[src/rtl/uabc_disp_pkg.sv]
// Shared definitions for the UABC marquee display.
// Holds the active-low 7-segment glyph constants, ordered {g,f,e,d,c,b,a}.
// Also holds the display mode encoding and a small index-wrap helper.
package uabc_disp_pkg;

  typedef enum logic [1:0] {
    MODE_OFF    = 2'b00,
    MODE_SCROLL = 2'b01,
    MODE_STATIC = 2'b10,
    MODE_BLINK  = 2'b11
  } mode_e;

  // Active-low glyphs, {g,f,e,d,c,b,a}
  localparam logic [6:0] GLYPH_BLANK = 7'b1111111;
  localparam logic [6:0] GLYPH_U     = 7'b1000001;
  localparam logic [6:0] GLYPH_A     = 7'b0001000;
  localparam logic [6:0] GLYPH_B     = 7'b0000011; // lowercase b
  localparam logic [6:0] GLYPH_C     = 7'b1000110;
  localparam logic [6:0] GLYPH_DASH  = 7'b0111111;
  localparam logic [6:0] GLYPH_E     = 7'b0000110;
  localparam logic [6:0] GLYPH_L     = 7'b1000111;
  localparam logic [6:0] GLYPH_T     = 7'b0000111; // lowercase t
  localparam logic [6:0] GLYPH_R     = 7'b0101111; // lowercase r
  localparam logic [6:0] GLYPH_O     = 7'b1000000;
  localparam logic [6:0] GLYPH_N     = 7'b0101011; // lowercase n
  localparam logic [6:0] GLYPH_I     = 7'b1111001;

  // Number of characters stored in the message ROM (index 0 is blank)
  localparam int unsigned ROM_LEN = 17;

  // Returns v+1, or 0 once v has reached last
  function automatic logic [4:0] wrap_inc(input logic [4:0] v, input logic [4:0] last);
    return (v == last) ? 5'd0 : v + 5'd1;
  endfunction

endpackage

[src/rtl/uabc_msg_rom.sv]
// Combinational message ROM for the marquee.
// Holds the message blank,"UABC-ELECTRONICA" and returns the glyph for each index.
// Ports:
//   idx   : character index (5 bits); indices past the message return blank
//   glyph : active-low segment pattern {g,f,e,d,c,b,a}
module uabc_msg_rom
  import uabc_disp_pkg::*;
(
  input  logic [4:0] idx,
  output logic [6:0] glyph
);

  always_comb begin
    glyph = GLYPH_BLANK;
    unique case (idx)
      5'd0:    glyph = GLYPH_BLANK;
      5'd1:    glyph = GLYPH_U;
      5'd2:    glyph = GLYPH_A;
      5'd3:    glyph = GLYPH_B;
      5'd4:    glyph = GLYPH_C;
      5'd5:    glyph = GLYPH_DASH;
      5'd6:    glyph = GLYPH_E;
      5'd7:    glyph = GLYPH_L;
      5'd8:    glyph = GLYPH_E;
      5'd9:    glyph = GLYPH_C;
      5'd10:   glyph = GLYPH_T;
      5'd11:   glyph = GLYPH_R;
      5'd12:   glyph = GLYPH_O;
      5'd13:   glyph = GLYPH_N;
      5'd14:   glyph = GLYPH_I;
      5'd15:   glyph = GLYPH_C;
      5'd16:   glyph = GLYPH_A;
      default: glyph = GLYPH_BLANK;
    endcase
  end

endmodule

[src/rtl/uabc_marquee.sv]
// Scrolling-message driver for a multiplexed 7-segment display.
// A prescaler produces refresh ticks, and the digit scan advances on each tick.
// A step counter, whose rate is set by speed, advances the message position in
// SCROLL mode and toggles the blank phase in BLINK mode.
// Ports:
//   clk   : clock; all state changes on the rising edge
//   rst_n : asynchronous reset, active low
//   en    : global enable; 0 behaves as mode OFF
//   mode  : 00 OFF, 01 SCROLL, 10 STATIC, 11 BLINK
//   speed : step period = (speed+1)*STEP_TICKS refresh ticks
//   seg   : active-low segments {g,f,e,d,c,b,a}, registered
//   dp    : active-low decimal point, held off
//   an    : active-low digit enables, registered, at most one low
module uabc_marquee
  import uabc_disp_pkg::*;
#(
  parameter int unsigned NUM_DIGITS = 4,
  parameter int unsigned MSG_LEN    = 17,
  parameter int unsigned DIV_MAX    = 5000,
  parameter int unsigned STEP_TICKS = 64
) (
  input  logic                  clk,
  input  logic                  rst_n,
  input  logic                  en,
  input  logic [1:0]            mode,
  input  logic [2:0]            speed,
  output logic [6:0]            seg,
  output logic                  dp,
  output logic [NUM_DIGITS-1:0] an
);

  localparam int unsigned PRE_W  = $clog2(DIV_MAX);
  localparam int unsigned SCAN_W = (NUM_DIGITS > 1) ? $clog2(NUM_DIGITS) : 1;
  localparam int unsigned CNT_W  = $clog2(8 * STEP_TICKS);

  logic [PRE_W-1:0]      presc_q;
  logic [SCAN_W-1:0]     scan_q;
  logic [CNT_W-1:0]      cnt_q, cnt_d;
  logic [4:0]            pos_q, pos_d;
  logic                  blank_q, blank_d;
  logic [6:0]            seg_q;
  logic [NUM_DIGITS-1:0] an_q;

  mode_e            mode_s;
  logic             off;
  logic             refresh_tick;
  logic             step;
  logic [CNT_W-1:0] thr;
  logic [4:0]       char_idx;
  logic [6:0]       glyph;

  assign mode_s       = mode_e'(mode);
  assign off          = !en || (mode_s == MODE_OFF);
  assign refresh_tick = (presc_q == PRE_W'(DIV_MAX - 1));

  // The threshold is recomputed every cycle, so a speed change applies at the
  // very next compare. ">=" lets an already-passed threshold fire on the next tick.
  assign thr  = CNT_W'((32'(speed) + 32'd1) * STEP_TICKS - 32'd1);
  assign step = refresh_tick && (cnt_q >= thr);

  // Digit NUM_DIGITS-1 is leftmost, so it shows the character at pos
  assign char_idx = 5'((32'(pos_q) + (NUM_DIGITS - 1) - 32'(scan_q)) % MSG_LEN);

  uabc_msg_rom u_rom (
    .idx   (char_idx),
    .glyph (glyph)
  );

  // Prescaler and scan run in every mode
  always_ff @(posedge clk or negedge rst_n) begin
    if (!rst_n) begin
      presc_q <= '0;
      scan_q  <= '0;
    end else begin
      presc_q <= refresh_tick ? '0 : presc_q + 1'b1;
      if (refresh_tick) begin
        scan_q <= (scan_q == SCAN_W'(NUM_DIGITS - 1)) ? '0 : scan_q + 1'b1;
      end
    end
  end

  // Step, position and blink-phase next state
  always_comb begin
    cnt_d   = cnt_q;
    pos_d   = pos_q;
    blank_d = blank_q;
    if (off) begin
      cnt_d   = '0;
      pos_d   = '0;
      blank_d = 1'b0;
    end else begin
      if (refresh_tick) begin
        cnt_d = step ? '0 : cnt_q + 1'b1;
      end
      unique case (mode_s)
        MODE_SCROLL: begin
          blank_d = 1'b0;
          if (step) begin
            pos_d = wrap_inc(pos_q, 5'(MSG_LEN - 1));
          end
        end
        MODE_STATIC: begin
          pos_d   = '0;
          blank_d = 1'b0;
        end
        MODE_BLINK: begin
          if (step) begin
            blank_d = !blank_q;
          end
        end
        default: ;
      endcase
    end
  end

  always_ff @(posedge clk or negedge rst_n) begin
    if (!rst_n) begin
      cnt_q   <= '0;
      pos_q   <= '0;
      blank_q <= 1'b0;
    end else begin
      cnt_q   <= cnt_d;
      pos_q   <= pos_d;
      blank_q <= blank_d;
    end
  end

  // Outputs are registered from the current scan/pos, so they lag the refresh tick by one cycle
  always_ff @(posedge clk or negedge rst_n) begin
    if (!rst_n) begin
      seg_q <= GLYPH_BLANK;
      an_q  <= '1;
    end else if (off) begin
      seg_q <= GLYPH_BLANK;
      an_q  <= '1;
    end else begin
      seg_q <= glyph;
      an_q  <= blank_q ? '1 : ~(NUM_DIGITS'(1) << scan_q);
    end
  end

  assign seg = seg_q;
  assign an  = an_q;
  assign dp  = 1'b1;

endmodule
[config.mk]
export PLATFORM = sky130hd
export DESIGN_NAME = uabc_marquee
export DESIGN_NICKNAME = d
export VERILOG_FILES = /design/src/rtl/uabc_disp_pkg.sv /design/src/rtl/uabc_msg_rom.sv /design/src/rtl/uabc_marquee.sv
export SDC_FILE = /design/constraint.sdc
export NUM_CORES = 1
export LEC_CHECK = 0
export ABC_AREA = 1
export BUFFER_PORTS_ARGS = -buffer_cell sky130_fd_sc_hd__buf_2
export CAP_MARGIN = 20
export CORE_ASPECT_RATIO = 1.25
export CORE_MARGIN = 8
export CORE_UTILIZATION = 55
export CTS_BUF_LIST = sky130_fd_sc_hd__clkbuf_8
export DETAILED_ROUTE_END_ITERATION = 12
export PLACE_DENSITY = 0.83
export SLEW_MARGIN = 20
export SYNTH_ARGS = -nofsm -noshare
export SYNTH_HDL_FRONTEND = slang
export SYNTH_SLANG_ARGS = --single-unit
export TNS_END_PERCENT = 1
[constraint.sdc]
create_clock -name clk -period 6.7 [get_ports clk]
set_input_delay 0.335 -clock clk [delete_from_list [all_inputs] [get_ports clk]]
set_output_delay 0.335 -clock clk [all_outputs]
set_load 0.02 [all_outputs]
* Word-level counts from Yosys, hierarchy flattened
Memories as Yosys holds them, arrays and structs flattened.
Index checks and enable logic that the tools add are counted.
** Operators by class
- $add $sub $neg :: 8
- Divide/modulo/power cells :: 1
- Order comparisons :: 1
- Equal/unequal tests :: 8
- Shifts and indexed selects :: 1
- Muxes and demuxes :: 15
- Bitwise gates (word level) :: 1
- Reductions and logical operators :: 11
** Operators by type and width (number)
- modulo 32 x 5 -> 32 bit (second input constant) :: 1
- two-way mux 9 bit :: 3
- two-way mux 5 bit :: 3
- adder 13 x 1 -> 13 bit (second input constant) :: 1
- == test 13 bit (second input constant) :: 1
- two-way mux 13 bit :: 1
- case mux 5 bit (2 select lines) :: 1
- adder 9 x 1 -> 9 bit (second input constant) :: 1
- >= comparator 9 bit :: 1
- subtractor 9 x 1 -> 9 bit (second input constant) :: 1
- two-way mux 4 bit :: 2
- two-way mux 7 bit :: 1
- subtractor 6 x 2 -> 7 bit :: 1
- adder 5 x 2 -> 6 bit (second input constant) :: 1
- == test 2 bit (second input constant) :: 3
- != test 3 bit (second input constant) :: 2
- nonzero test 3 bit :: 2
- adder 5 x 1 -> 5 bit (second input constant) :: 1
- == test 5 bit (second input constant) :: 1
- NOT 4 bit :: 1
- AND reduction 2 bit :: 2
- << shifter 1 x 2 -> 4 bit (first input constant) :: 1
- adder 3 x 1 -> 3 bit (second input constant) :: 1
- adder 2 x 1 -> 2 bit (second input constant) :: 1
- 10 further kinds :: 12
** Word-level totals
- Register bits :: 41
- ROM bits :: 224
- Output and inout port bits :: 12
- Logic and storage cells :: 54
- Memories kept :: 1
** Memory list
- (no name shown) :: words 32, bits a word 7, read ports 1, clocked after Yosys merged registers in 0, wr ports 0, RTL line uabc_msg_rom.sv:15 : unique case (idx)

* Depth between registers and ports, before layout
Gate-level depths: netlist (run 1).
- Depth in word-level cells :: 7
- Depth in mapped cells :: 65
- Mapped depth without buffers :: 63

* By module
A second synthesis (run 1) with hierarchy kept.
** Unflattened totals
- Cells, all modules :: 718
- Area, all modules :: 4822.1 um^2
** By module, submodules not included
- uabc_marquee :: instances 1, cells an instance 658, area an instance 4500.6 um^2
- uabc_msg_rom :: instances 1, cells an instance 60, area an instance 321.6 um^2

* Least setup slack after synthesis (run 1)
No wires, ideal clock.
- Kind :: reg2reg
- Start point :: register scan_q[1]
- End point :: register seg_q[5], in the netlist seg[5]
- Arrival :: 6.467 ns
- Path slack :: 0.172 ns
- Stages on the path, launching flop included :: 62
- Buffers on the path :: 2
- Period minus slack after synthesis :: 6.528 ns
- Cells stage by stage :: dfrtp_1 inv_1 ha_1 ha_1 nand3_2 nand2_2 buf_6 inv_1 ha_1 nand2_1 nand2_1 nand2_1 nand2_1 nand2_1 nand2_1 nand2_1 nand2_1 nand2_1 (+26 left out) xor2_1 inv_1 ha_1 inv_1 nand4_1 nand2_2 nand3_2 nand2_1 nand2_1 inv_1 ha_1 inv_1 nand3_1 nand2_1 nand2_1 nand2_1 nand2_1 nand2_1
** Between the ends
- Word-level cells in the longest chain between the ends :: 4
** RTL lines
- start: declaration :: RTL line uabc_marquee.sv:37 : logic [SCAN_W-1:0] scan_q;
- start signal: assignment :: RTL line uabc_marquee.sv:77 : scan_q <= (scan_q == SCAN_W'(NUM_DIGITS - 1)) ? '0 : scan_q + 1'b1;
- subtractor 6 x 2 -> 7 bit :: RTL line uabc_marquee.sv:62 : assign char_idx = 5'((32'(pos_q) + (NUM_DIGITS - 1) - 32'(scan_q)) % MSG_LEN);
- modulo 32 x 5 -> 32 bit :: RTL line uabc_marquee.sv:62
- memory read (32 x 7 bit)
- two-way mux 7 bit :: RTL line uabc_marquee.sv:133 : end else if (off) begin
- end signal: assignment :: RTL line uabc_marquee.sv:137 : seg_q <= glyph;
- end: declaration :: RTL line uabc_marquee.sv:41 : logic [6:0] seg_q;
Every way passes these cells.
A chain may end at the register's enable or synchronous reset.

* Worst setup path in the final report (run 1)
- Start point :: register pos_q[4]
- End point :: register seg_q[6], in the netlist seg[6]
** Between the ends
- Word-level cells in the longest chain between the ends :: 5
** RTL lines
- start: declaration :: RTL line uabc_marquee.sv:39 : logic [4:0] pos_q, pos_d;
- start signal: assignment :: RTL line uabc_marquee.sv:123 : pos_q <= pos_d;
- adder 5 x 2 -> 6 bit :: RTL line uabc_marquee.sv:62
- subtractor 6 x 2 -> 7 bit :: RTL line uabc_marquee.sv:62
- modulo 32 x 5 -> 32 bit :: RTL line uabc_marquee.sv:62
- memory read (32 x 7 bit)
- two-way mux 7 bit :: RTL line uabc_marquee.sv:133
Every way passes these cells.

==> results of run 1 <==
## flip-flops by register name, summed over array words and instances, names as in the netlist
name and count:
an 4, cnt_q 9, presc_q 13, seg 7
pos_q 5, scan_q 2, blank_q 1
## per-stage QoR
step                      worst slack, ns  instances  TNS, ns
final                             0.07456        816        0
after global routing              -0.4378        816   -2.645
after CTS                        0.004791        775        0
after detailed placement          -0.2622        764   -1.276
after global placement            0.02265        764        0
after floorplan                    0.1723        640        0
## kinds of logic after synthesis
kind of cell	synth area share, %
xor+xnor	5.272
simple gates	40.72
fa+ha+maj	11.24
compound gates	7.108
flops	24.21
other cells	0.08730
buf+inv	11.36
## power groups by stage
stage / Clock, mW / Combinational, mW / Sequential, mW
after floorplan: 0 / 0.171 / 0.303
after global placement: 0 / 0.245 / 0.284
after detailed placement: 0 / 0.250 / 0.285
after CTS: 0.155 / 0.258 / 0.280
after global routing: 0.166 / 0.376 / 0.282
final: 0.154 / 0.345 / 0.281
## layer usage
metal  GRT usage (%)  vias up  wire [µm]
li1                -     2200          -
met1           19.10     2085       4397
met2           36.01      174       6379
met3           1.698       61        540
met4           5.846        0        475
met5               0        -          0
## final cells by class
type | count | area share, %
flip-flops and latches | 41 | 18.66
well taps | 95 | 2.133
repair buffers | 79 | 10.62
inverters | 118 | 8.489
multi-input cells | 475 | 58.59
clock inverters | 3 | 0.2695
clock buffers | 5 | 1.235
## worst paths after layout
kind	slack, ns	cells past startpoint	to
max in group asynchronous	5.98	1	cnt_q[5]$_DFFE_PN0P_
worst max-delay path	0.07	51	seg[6]$_DFF_PN1_
worst max register to register	0.07	51	seg[6]$_DFF_PN1_
worst min-delay path	0.16	1	presc_q[10]$_DFF_PN0_
worst min register to register	0.53	2	blank_q$_DFFE_PN0P_
min in group clk	0.52	4	blank_q$_DFFE_PN0P_
## cell usage in the layout, fill, tap and decap left out, types with 2 or more instances in the layout
master / netlist / layout
sky130_fd_sc_hd__buf_4: 1 / 54
sky130_fd_sc_hd__nor4_1: 3 / 3
sky130_fd_sc_hd__nand2_4: 4 / 16
sky130_fd_sc_hd__a21oi_1: 14 / 14
sky130_fd_sc_hd__ha_1: 37 / 23
sky130_fd_sc_hd__xnor2_1: 7 / 7
sky130_fd_sc_hd__xor2_2: 1 / 3
sky130_fd_sc_hd__o21ai_0: 18 / 18
sky130_fd_sc_hd__o21ai_2: 2 / 3
sky130_fd_sc_hd__nand3b_1: 3 / 3
sky130_fd_sc_hd__nand4_4: 1 / 2
sky130_fd_sc_hd__dfstp_2: 11 / 11
sky130_fd_sc_hd__inv_2: 6 / 18
sky130_fd_sc_hd__nor2_4: 0 / 6
sky130_fd_sc_hd__clkbuf_8: 0 / 5
sky130_fd_sc_hd__nand2_1: 156 / 134
sky130_fd_sc_hd__inv_1: 110 / 94
sky130_fd_sc_hd__nor3_1: 12 / 12
sky130_fd_sc_hd__nand2_2: 21 / 30
sky130_fd_sc_hd__or2_2: 2 / 2
sky130_fd_sc_hd__nor2_2: 5 / 7
sky130_fd_sc_hd__nand4_1: 27 / 27
sky130_fd_sc_hd__nor2_1: 51 / 43
sky130_fd_sc_hd__ha_4: 0 / 14
sky130_fd_sc_hd__nand3_4: 0 / 9
sky130_fd_sc_hd__dfrtp_1: 30 / 30
sky130_fd_sc_hd__buf_2: 1 / 18
sky130_fd_sc_hd__o21ai_1: 7 / 6
sky130_fd_sc_hd__inv_8: 0 / 2
sky130_fd_sc_hd__inv_4: 1 / 3
sky130_fd_sc_hd__o211ai_1: 2 / 2
sky130_fd_sc_hd__buf_6: 2 / 5
sky130_fd_sc_hd__conb_1: 1 / 2
sky130_fd_sc_hd__nand3_2: 13 / 11
sky130_fd_sc_hd__nand3_1: 55 / 48
sky130_fd_sc_hd__xor2_1: 17 / 15
sky130_fd_sc_hd__clkinvlp_4: 0 / 3
## cells in the mapped netlist, drive strengths merged, types with 4 or more instances
library cell / n
nor3: 13
nand3: 68
inv: 117
xnor2: 7
dfstp: 11
a21oi: 16
o21ai: 27
ha: 37
nand4: 30
buf: 4
xor2: 18
nand2: 181
dfrtp: 30
nor2: 56
## repair_timing
action | in CTS | in global routing
resized for setup | 18 | 112
pin swaps | 7 | 69
setup buffers | 3 | 40
endpoints found under the setup margin | 7 | 7
gates cloned | 0 | 1
endpoints found under the hold margin | 0 | 0
hold buffers | 0 | 0
==> impl.org, run 1 <==
** Status
- Outcome :: finished clean

** Clock network
- Clock transition time at the flip-flop clock pins of the worst setup and hold paths :: 0.08 ns
- CTS placed an instance of sky130_fd_sc_hd__clkbuf_8 at the clock tree root.
- Bufs on Longest Clock Path :: 2
- In this run, CTS created clock tree buffers numbering 5.
- TritonCTS clock tree :: yes
- Clock latency on the worst-skew pair, taken at its later pin, is 0.29 ns.
- The H-tree generated during clock tree synthesis spans 2 levels.
- Clock sink count :: 41

** Yosys
- Area contributors post-synth :: sky130_fd_sc_hd__dfrtp_1 (17%), sky130_fd_sc_hd__nand2_1 (14%), sky130_fd_sc_hd__ha_1 (11%), sky130_fd_sc_hd__inv_1 (9.6%), sky130_fd_sc_hd__dfstp_2 (6.7%)
- Sequential cells were found to cover 24.21% of the synthesized design area.
- In the synthesized netlist, the number of instances is 639.
- Synthesis inferred 41 register bits.
- Number of library cell types mapped by synthesis :: 46
- Avg Inst Size Synth :: 6.722 µm²
- Top cell type by total area after synthesis :: sky130_fd_sc_hd__dfrtp_1
- After synthesis the cells add up to 4295 µm².
- The Yosys step of the flow raised 0 warnings.
- Yosys mapped a number of flops with a built-in enable equal to 0.
- Dominant synthesized flop cell :: sky130_fd_sc_hd__dfrtp_1
- Post-synth top area share :: 17.48%
- After synthesis, the share of flip-flops with an asynchronous set or reset is 100.0%.

** Routing
- Drt first-iter violations :: 252
- Post-Route WL :: 11790 µm
- Remaining design rule violation count :: 0
- The count of nets left with antenna violations once routing finished came out at 0.
- Routed WL per cell :: 14.45 µm
- Via Count :: 4520
- Before antenna repair, the detailed router went through 5 iterations.
- Average vias per placed instance :: 5.539

** Power and ir drop
- Overall power :: 0.7803 mW
- Part of the total power dissipated in combinational logic :: 44.3%
- Net switching power :: 0.3081 mW
- Register share of total power :: 36.0%
- For this design the static power due to leakage is 2.934 nW.
- Power density over cell area :: 140.1 nW/µm²
- In this run, the clock network consumes 19.8% of the power.
- Switch share :: 39.48%
- VDD sags by at most 0.0002040 V.
- Int Power :: 0.4722 mW

** Global routing
- Overall Global Routing Usage :: 18.17%
- Via count of the first global-routing pass :: 4187
- Number of antenna violations at the first check in global routing :: 0
- For this run the aggregate overflow at the end of global routing stands at 0.
- The first global-routing pass estimated 16860 µm of wire.
- Largest net degree at the start of global routing :: 42

** Final layout
- After filler insertion, the fill cell instance count of the layout stands at 516.
- Area occupied by registers :: 1040 µm²
- For this run, the share of the core covered by cells in the final layout is 72.34%.
- Summing all non-filler instances in the final layout gives an area of 5572 µm².
- In the final layout, the share of cells above drive strength 1 is 32.04%.
- The net count of the finished layout is 766.
- Multi-input logic area :: 3264 µm²
- 0 antenna diodes ended up in the layout.
- Compared with the post-synthesis result, the final layout area differs by 29.71%.

** STA
- Final count of pins violating max slew :: 0
- Setup repair after global routing could not meet its margin everywhere.
- Based on the critical path, the design can be clocked at up to 0.1509 GHz.
- Final worst path period need :: 6.625 ns
- Setup violations remaining at the end of the flow were counted as 0.
- Worst max-slew margin expressed relative to the limit :: 40.88%
- Measured slew at the worst slew-check pin :: 0.8869 ns
- Hold slack final :: 0.1601 ns
- Dividing the final minimum period by the clock period gives 98.89%.
- Final hold viol count :: 0
- Fin Clk Skew :: 0.009535 ns

** Placed design
- Once detailed placement completed, the half-perimeter wirelength came to 7440 µm.
- Area after DPL :: 4593 µm²
- At the end of routability-driven placement, the weighted congestion stood at 0.9244.
- Port bufs :: 18

** Setup path
- Startpoint class of the critical path :: flip-flop
- Critical path class :: flip-flop to flip-flop
- Data arrives at the worst endpoint at 6.85 ns.
- Count of buffer and inverter cells on the critical path :: 11
- The slowest stage of the critical path is the sky130_fd_sc_hd__dfrtp_1 cell.
- STA puts the critical path data required time at 6.93 ns.
- Start of the worst register-to-register path :: pos_q[4]$_DFFE_PN0P_
- Delay of the slowest cell on the worst path :: 0.42 ns
- STA classifies the critical path endpoint as a flip-flop.
- Max FO, Critical Path :: 5
- Family with the most delay on the worst path :: simple AND/OR/NAND/NOR gates
- Start point of the critical path :: pos_q[4]$_DFFE_PN0P_

** Floorplanning
- The initialized floorplan defines 36 standard-cell rows.
- Initial cell density of the core :: 55.77%
- The die is 95.05 µm wide.
- The die is 114.8 µm tall.
- Die area :: 10910 µm²
- After floorplanning, the core was sized to cover 7702 µm².
- Top-level I/O count :: 20

** Hold path
- HP Class :: primary input to asynchronous set/reset pin

** Job
- Number of max-cap violations :: 0
No activity file was read; power rests on OpenSTA's default activity.
==> run 2, diff against run 1 <==
--- a/config.mk
+++ b/config.mk
@@ -8,5 +8,4 @@
 export ABC_AREA = 1
 export BUFFER_PORTS_ARGS = -buffer_cell sky130_fd_sc_hd__buf_2
-export CAP_MARGIN = 20
 export CORE_ASPECT_RATIO = 1.25
 export CORE_MARGIN = 8
@@ -14,5 +13,5 @@
 export CTS_BUF_LIST = sky130_fd_sc_hd__clkbuf_8
 export DETAILED_ROUTE_END_ITERATION = 12
-export PLACE_DENSITY = 0.83
+export PLACE_DENSITY = 0.81
 export SLEW_MARGIN = 20
 export SYNTH_ARGS = -nofsm -noshare
==> constraint.sdc (replaced) <==
create_clock -name clk -period 6.55 [get_ports clk]
set_input_delay 0.655 -clock clk [delete_from_list [all_inputs] [get_ports clk]]
set_output_delay 0.655 -clock clk [all_outputs]
set_load 0.02 [all_outputs]
==> run 2 against run 1 <==
The run now ends with setup timing left. Sequential power rose by 2%. Power rose by 3.9%. Final cell count rose by 0.37%. Maximum frequency fell by 1.0%. Clock-buffer cell count did not move.
==> impl.org, run 2 (synthesized netlist as in run 1, its figures left out) <==
** Floorplanning
- Cell row count :: 36 (unchanged)
- Top-level I/O count :: 20 (unchanged)
- Die Height :: 114.8 µm (unchanged)
- The die extent in x is 95.05 µm (unchanged).
- The core area is 7702 µm² (unchanged).
- The die footprint came to 10910 µm² (unchanged).
- Initial cell density of the core :: 55.77% (unchanged)

** Clock network
- Count of hold buffers inserted by post-cts repair :: 0 (unchanged)
- The clock-pin slew reported for the worst setup and hold paths after clock tree synthesis came to 0.08 ns (about the same).
- Clock sink count :: 41 (unchanged)
- Number of buffers inserted during clock tree synthesis :: 5 (unchanged)
- Clock Latency Late Sink :: 0.30 ns (about the same)
- H-tree lvl count :: 2 (unchanged)
- TritonCTS built the clock tree.
- CTS placed an instance of sky130_fd_sc_hd__clkbuf_8 at the clock tree root.
- The worst-case clock buffer depth is 2 (unchanged).

** Routing
- TritonRoute pass-1 iters :: 7 (+2)
- The overall via count from detail_route is 4576 (+1.2%).
- The total detailed-routing wirelength is 11960 µm (+1.4%).
- The routed length per instance came to 14.61 µm (+1.1%).
- Post-DRT Antenna Nets :: 0 (unchanged)
- Average vias per placed instance :: 5.587 (+0.87%)
- The detailed-route DRC error count came to 0 (unchanged).
- The detailed router's first-iteration violation count is 361 (+43%).

** Job
- The number of maximum-capacitance violations came to 0 (unchanged).

** Power and ir drop
- The total chip power came to 0.8106 mW (+3.9%).
- The cell leakage power came to 2.947 nW (+0.45%).
- The power density of the placed cells was 143.8 nW/µm² (+2.7%).
- Worst vdd rail ir drop :: 0.0001956 V (-4.1%)

** STA
- The least setup slack across all paths after layout came to -0.1456 ns (-0.2202 ns).
- The number of hold-slack violations in the final timing report was 0 (unchanged).
- Sum Neg Setup Slack :: -0.7988 ns (-0.7988 ns)
- Final worst path period need :: 6.696 ns (+0.07017 ns)
- The clock skew is 0.003603 ns (-0.005932 ns).
- Setup repair after global routing could not meet its margin everywhere.
- The count of final setup violators was 7 (+7).
- The tightest slew margin relative to the limit came to 41.21% (+0.34 points).
- Measured slew at the worst slew-check pin :: 0.8818 ns (-0.005040 ns)
- Final count of pins violating max slew :: 0 (unchanged)
- Share of the cycle needed by the critical path after routing :: 102.2% (+3.3 points)
- The final hold slack is 0.4587 ns (+0.2986 ns).
- Achievable clock frequency :: 0.1494 GHz (-1.0%)

** Setup path
- Worst path slowest cell :: sky130_fd_sc_hd__dfrtp_1
- In this run the critical register-to-register path is launched from pos_q[1]$_DFFE_PN0P_.
- Startpoint class of the critical path :: flip-flop
- The worst path arrival time was 6.94 ns (+0.09 ns).
- Critical path class :: flip-flop to flip-flop
- The required arrival time at the worst endpoint came to 6.79 ns (-0.14 ns).
- STA classifies the critical path endpoint as a flip-flop.
- The delay contributed by the slowest stage of the critical path came to 0.42 ns (about the same).
- The count of cells along the worst register-to-register path came to 53 (+3.9%).
- The peak fanout along the critical path is 5 (unchanged).
- Reg2Reg Capture Point :: seg[5]$_DFF_PN1_
- Among the stages of the critical path, the cell type that occurs most often is sky130_fd_sc_hd__nand2_1.
- R2R setup slack :: -0.15 ns (-0.22 ns)

** Placed design
- The post-detailed-placement half-perimeter wirelength was 7575 µm (+1.8%).
- Port bufs :: 18 (unchanged)
- The final weighted congestion in routability-driven placement came to 0.9149 (-1.0%).

** Global routing
- Via count of the first global-routing pass :: 4019 (-4.0%)
- GRT busiest layer :: met2
- The pin count of the biggest net entering global routing was 42 (unchanged).
- The met2 usage is 35.27% (-0.74 points).
- The first-pass GRT wire length is 16920 µm (+0.37%).
- The total global-route track usage came to 18.48% (+0.32 points).
- The global routing usage on met3 is 2.155% (+0.46 points).
- M1 GR Usage :: 20.49% (+1.4 points)
- Number of antenna violations at the first check in global routing :: 0 (unchanged)
- The final global-route overflow total is 0 (unchanged).

** Final layout
- The area growth from synthesis to layout is 31.26%.
- Number of nets in the layout :: 769 (+0.39%)
- Register with the most flip-flops :: presc_q
- The flip-flop count of the largest register after layout came to 13 (unchanged).
- Total inserted antenna cells :: 0 (unchanged)
- The ratio of cells with drive above 1 in the final layout is 33.01% (+0.97 points).
- The number of filler cells placed in the layout was 538 (+4.3%).
- In the layout the commonest cells are sky130_fd_sc_hd__nand2_1 (134), sky130_fd_sc_hd__inv_1 (93), sky130_fd_sc_hd__buf_4 (57), sky130_fd_sc_hd__nand3_1 (46), sky130_fd_sc_hd__nor2_1 (43).
- Leaving out fill and tap cells, the most frequent cell in the layout is sky130_fd_sc_hd__nand2_1.

** Status
- The flow ran to the end, but the final reports show violations.
- The final reports fail on setup timing.

** Hold path
- HP Class :: primary input to asynchronous set/reset pin
==> run 2: cell type report <==
type / instances / area [µm²] / share of cell area, %
Timing Repair Buffer: 82 / 614.3 / 10.90
Clock buffer: 5 / 68.82 / 1.221
Sequential cell: 41 / 1040 / 18.44
Multi-Input combinational cell: 475 / 3314 / 58.79
Tap cell: 95 / 118.9 / 2.108
Clock inverter: 3 / 17.52 / 0.3107
Inverter: 118 / 464.2 / 8.233
==> run 2: critical path, delay by kind of cell, from the launching register on <==
family                   cells  cell delay, ns
AO/OA/AOI/OAI                2            0.47
XOR/XNOR                     2            0.40
buffers and inverters        9            0.95
flip-flops                   1            0.42
AND/OR/NAND/NOR             35            3.29
adder cells (fa/ha/maj)      5            1.07
==> run 2: how the worst max path moves through the flow <==
stage	slack [ns]	cells after the start	startpoint	to
floorplan	0.02	61	scan_q[1]$_DFFE_PN0N_	seg[5]$_DFF_PN1_
global placement	-0.08	58	scan_q[1]$_DFFE_PN0N_	seg[5]$_DFF_PN1_
detailed placement	-0.36	59	scan_q[1]$_DFFE_PN0N_	seg[5]$_DFF_PN1_
CTS	0.01	60	scan_q[1]$_DFFE_PN0N_	seg[5]$_DFF_PN1_
global route	-0.55	52	pos_q[4]$_DFFE_PN0P_	seg[4]$_DFF_PN1_
finish	-0.15	53	pos_q[1]$_DFFE_PN0P_	seg[5]$_DFF_PN1_
==> run 2: through the flow <==
step	area [µm²]	setup slack (ns)	std cells	utilization, %
after floorplan	4299	0.02229	640	-
after global placement	4638	-0.07882	770	60.22
after detailed placement	4638	-0.3595	770	60.22
after CTS	4951	0.01054	791	64.28
after global routing	5638	-0.5533	819	73.20
final	5638	-0.1456	819	73.20
==> run 2: what timing repair did <==
item,in CTS,in global routing
cloned,0,1
buffers inserted,13,28
gates resized for setup,28,110
pin swaps,14,78
setup endpoints to repair,7,7
==> run 2: report_power, final <==
group	internal, mW	leakage, nW	switching, mW	total (mW)
combinational	0.139	2.39	0.221	0.360
clock	0.0736	0.0439	0.0910	0.165
sequential	0.279	0.518	0.00685	0.286
total	0.491	2.95	0.319	0.811
==> run 2: routing by layer <==
| metal | wire length [µm] | up-vias |
|---|---|---|
| li1 | - | 2214 |
| met1 | 4536 | 2138 |
| met2 | 6443 | 170 |
| met3 | 516 | 54 |
| met4 | 465 | 0 |
| met5 | 0 | - |
==> run 3, diff against run 2 <==
Settings changed: ABC_AREA 1 to default, PLACE_DENSITY 0.81 to 0.8.
==> run 3 against run 2 <==
The run still ends with setup timing left. Sequential share of layout area decreased by 1.3 points. Final cell count decreased by 5.1%. Worst hold slack better by 0.0088 ns. Flip-flop and latch count stayed put. Core utilization rose by 4.9 points. Largest cell class unchanged.
==> impl.org, run 3 <==
** STA
- The slew of the pin with the lowest slew margin is 1.176 ns (+0.2943 ns).
- The least setup slack across all paths after layout was -0.7272 ns (-0.5816 ns).
- Share of the cycle needed by the critical path after routing :: 111.1% (+8.9 points)
- The total count of max-transition violations in the final report came to 0 (unchanged).
- Worst max-slew margin expressed relative to the limit :: 19.57% (-22 points)
- Sum Neg Setup Slack :: -3.936 ns (-3.137 ns)
- The clock skew was 0.01047 ns (+0.006868 ns).
- The count of final setup violators was 7 (unchanged).
- The peak clock frequency supported by timing came to 0.1374 GHz (-8.0%).
- Final hold viol count :: 0 (unchanged)
- RSZ-0062 raised after global routing :: yes
- The clock period minus final worst setup slack came to 7.277 ns (+0.5816 ns).

** Floorplanning
- The die footprint is 11170 µm² (+2.4%).
- Die Height :: 116.2 µm (+1.2%)
- Floorplan Core Area :: 7792 µm² (+1.2%)
- Cell row count :: 36 (unchanged)
- Top-level I/O count :: 20 (unchanged)
- Initial cell density of the core :: 56.66% (+0.90 points)
- The die extent in x came to 96.14 µm (+1.2%).

** Setup path
- Family with the most delay on the worst path :: compound AO/OA/AOI/OAI gates
- Critical path class :: flip-flop to flip-flop
- Among the stages of the critical path, the cell type that occurs most often is sky130_fd_sc_hd__ha_4.
- Max FO, Critical Path :: 5 (unchanged)
- The slowest stage of the critical path belongs to the cell sky130_fd_sc_hd__or4_4.
- Delay of the slowest cell on the worst path :: 0.57 ns (+0.15 ns)
- Endpoint class of the critical path :: flip-flop
- The required arrival time at the worst endpoint was 6.77 ns (-0.02 ns).
- Count of buffer and inverter cells on the critical path :: 9 (unchanged)
- The worst path arrival time came to 7.50 ns (+0.56 ns).
- Startpoint class of the critical path :: flip-flop

** Placed design
- Half-perimeter wire length after placement :: 9857 µm (+30%)
- Worst slack, placed :: -0.6255 ns (-0.2660 ns)
- The placed instance area was 5690 µm² (+23%).
- Port bufs :: 18 (unchanged)
- The final weighted congestion in routability-driven placement came to 0.9633 (+5.3%).

** Yosys
- Post-synthesis instance area :: 4415 µm² (+2.8%)
- sky130_fd_sc_hd__dfrtp_1 takes more of the synthesized area than any other cell.
- Synth top cells by count :: sky130_fd_sc_hd__nand2_1 (43), sky130_fd_sc_hd__nor2_1 (40), sky130_fd_sc_hd__ha_1 (37), sky130_fd_sc_hd__dfrtp_1 (30), sky130_fd_sc_hd__inv_1 (30)
- The number of distinct library cells after synthesis was 89 (+93%).
- Post-synth top area share :: 17.00% (-0.48 points)
- Instance count of the mapped netlist :: 536 (-16%)
- The part of the Yosys area used for sequential elements is 23.55% (-0.66 points).
- The total of flip-flops plus latches after synthesis was 41 (unchanged).
- Syn. warnings :: 0 (unchanged)
- Share of flip-flops with an asynchronous set or reset after synthesis :: 100.0% (unchanged)
- In the post-synthesis netlist, the cell with the most instances is sky130_fd_sc_hd__nand2_1.
- Avg Inst Size Synth :: 8.238 µm² (+23%)
- Area contributors post-synth :: sky130_fd_sc_hd__dfrtp_1 (17%), sky130_fd_sc_hd__ha_1 (10%), sky130_fd_sc_hd__dfstp_2 (6.5%), sky130_fd_sc_hd__xnor2_1 (4.0%), sky130_fd_sc_hd__nand2_1 (3.7%)
- The number of flops mapped to enable cells by yosys came to 0 (unchanged).
- In the synthesized netlist the dominant register cell turns out to be sky130_fd_sc_hd__dfrtp_1.

** Global routing
- Residual overflow from global routing :: 0 (unchanged)
- Overall Global Routing Usage :: 23.19% (+4.7 points)
- Global-route wire length before repair :: 21180 µm (+25%)
- Number of antenna violations at the first check in global routing :: 0 (unchanged)
- The pin count of the biggest net entering global routing was 42 (unchanged).
- The number of global-route vias before repair came to 4700 (+17%).

** Routing
- TritonRoute pass-1 iters :: 5 (-2)
- Average vias per placed instance :: 6.310 (+13%)
- The total detailed-routing wirelength is 13940 µm (+17%).
- The overall via count from detail_route came to 4903 (+7.1%).
- The number of nets with antenna violations after detailed routing came to 0 (unchanged).
- The detailed router's first-iteration violation count came to 316 (-12%).
- Remaining design rule violation count :: 0 (unchanged)
- Routed WL per cell :: 17.94 µm (+23%)

** Final layout
- The number of filler cells placed in the layout came to 483 (-10%).
- The number of diodes added for antenna fixing is 0 (unchanged).
- The register with the most flip-flops in the final layout is presc_q.
- Syn-to-layout area delta :: 37.74%
- Fraction of layout instances using a drive strength above 1 :: 37.83% (+4.8 points)
- The end-of-flow core utilization came to 78.05% (+4.9 points).
- Leaving out fill and tap cells, the most frequent cell in the layout is sky130_fd_sc_hd__buf_4.
- Number of nets in the layout :: 727 (-5.5%)
- Max FFs per register :: 13 (unchanged)
- Commonest cells after routing, fill and taps aside :: sky130_fd_sc_hd__buf_4 (141), sky130_fd_sc_hd__nand2_1 (41), sky130_fd_sc_hd__nor2_1 (38), sky130_fd_sc_hd__dfrtp_1 (30)
- The final design area excluding fillers is 6082 µm² (+7.9%).

** Job
- Number of max-cap violations :: 0 (unchanged)

** Power and ir drop
- The switching share of power is 36.91% (-2.5 points).
- The power density of the placed cells is 132.1 nW/µm² (-8.1%).
- Worst vdd rail ir drop :: 0.0002266 V (+16%)
- Static Leakage :: 2.660 nW (-9.7%)
- Net switching power :: 0.2965 mW (-7.1%)
- Register share of total power :: 33.7% (-1.6 points)
- The logic gate share of total power was 45.8% (+1.4 points).
- Clock network fraction of design power :: 20.6% (+0.3 points)
- The internal power consumption was 0.5068 mW (+3.1%).

** Clock network
- The clock-pin slew reported for the worst setup and hold paths after clock tree synthesis came to 0.08 ns (about the same).
- Clock Tree Root :: sky130_fd_sc_hd__clkbuf_8
- Clock sink count :: 41 (unchanged)
- Bufs on Longest Clock Path :: 2 (unchanged)
- TritonCTS built the clock tree.
- The number of H-tree levels is 2 (unchanged).
- The hold buffer count at CTS is 0 (unchanged).
- Clock Latency Late Sink :: 0.30 ns (about the same)
- Number of buffers inserted during clock tree synthesis :: 5 (unchanged)

** Status
- The run finished, with violations left.
- The final reports fail on setup timing.

** Hold path
- The min-delay analysis places its worst path in the category primary input to asynchronous set/reset pin.
run 3: cell types whose count changed after synthesis, sizes merged, moves of 16 or more:
cell	change
inv	-86
nand2	-136
nand4	-22
nand3	-43
nor2	-16
run 3: kinds of logic (layout without fill, tap and decap cells):
logic type,after synthesis,in the layout,synth area share (%)
and+or+nand+nor,212,212,26.55
other,1,2,0.08493
buffers and inverters,55,200,5.526
adders and majority gates,40,40,11.42
AOI/OAI and AO/OA,147,147,24.54
DFF,41,41,23.55
muxes,10,10,2.380
xor gates and xnor gates,30,30,5.951
run 3: path summary, 6_finish.rpt:
path / from / depth (start not counted) / slack, ns / endpoint
setup / recovery: scan_q[1]$_DFFE_PN0N_ / 38 / -0.73 / seg[3]$_DFF_PN1_
hold / removal: rst_n / 1 / 0.47 / presc_q[2]$_DFF_PN0_
setup reg to reg: scan_q[1]$_DFFE_PN0N_ / 38 / -0.73 / seg[3]$_DFF_PN1_
hold reg to reg: presc_q[4]$_DFF_PN0_ / 1 / 0.50 / presc_q[4]$_DFF_PN0_
max in group asynchronous: rst_n / 1 / 5.52 / cnt_q[8]$_DFFE_PN0P_
min in group clk: presc_q[4]$_DFF_PN0_ / 1 / 0.50 / presc_q[4]$_DFF_PN0_
run 3: layout make-up:
| cell class | instances | area, µm² | area share [%] |
|---|---|---|---|
| multi-input combinational | 441 | 3538 | 58.18 |
| clock buffer | 5 | 68.82 | 1.131 |
| inverter | 31 | 126.4 | 2.078 |
| tap | 95 | 118.9 | 1.954 |
| sequential | 41 | 1040 | 17.10 |
| timing repair buffer | 161 | 1171 | 19.26 |
| clock inverter | 3 | 18.77 | 0.3086 |
run 3: power groups by stage:
stage	registers, mW	logic (mW)	clock network, mW
6_report	0.271	0.368	0.165
3_5_place_dp	0.276	0.318	0
5_1_grt	0.272	0.397	0.177
2_1_floorplan	0.288	0.188	0
3_3_place_gp	0.275	0.306	0
4_1_cts	0.271	0.324	0.166
run 3: metal layers:
metal	vias to the layer above	share of wire, %	global-route usage, %
met1	2376	38	26.30
met5	-	0	0
met2	214	53	43.01
li1	2269	-	-
met3	44	5.2	1.543
met4	0	3.4	9.661
run 3: metrics by stage:
| stage | hold slack [ns] | total power, mW | instances |
|---|---|---|---|
| floorplan | 0.3594 | 0.4753 | 537 |
| global placement | 0.4739 | 0.5815 | 757 |
| detailed placement | 0.4847 | 0.5931 | 757 |
| CTS | 0.4827 | 0.7608 | 768 |
| global route | 0.5094 | 0.8457 | 777 |
| finish | 0.4675 | 0.8033 | 777 |
run 3: what timing repair did:
action	CTS	global route
pin swaps	6	27
gates resized for setup	8	35
buffers inserted	3	9
setup endpoints to repair	7	7
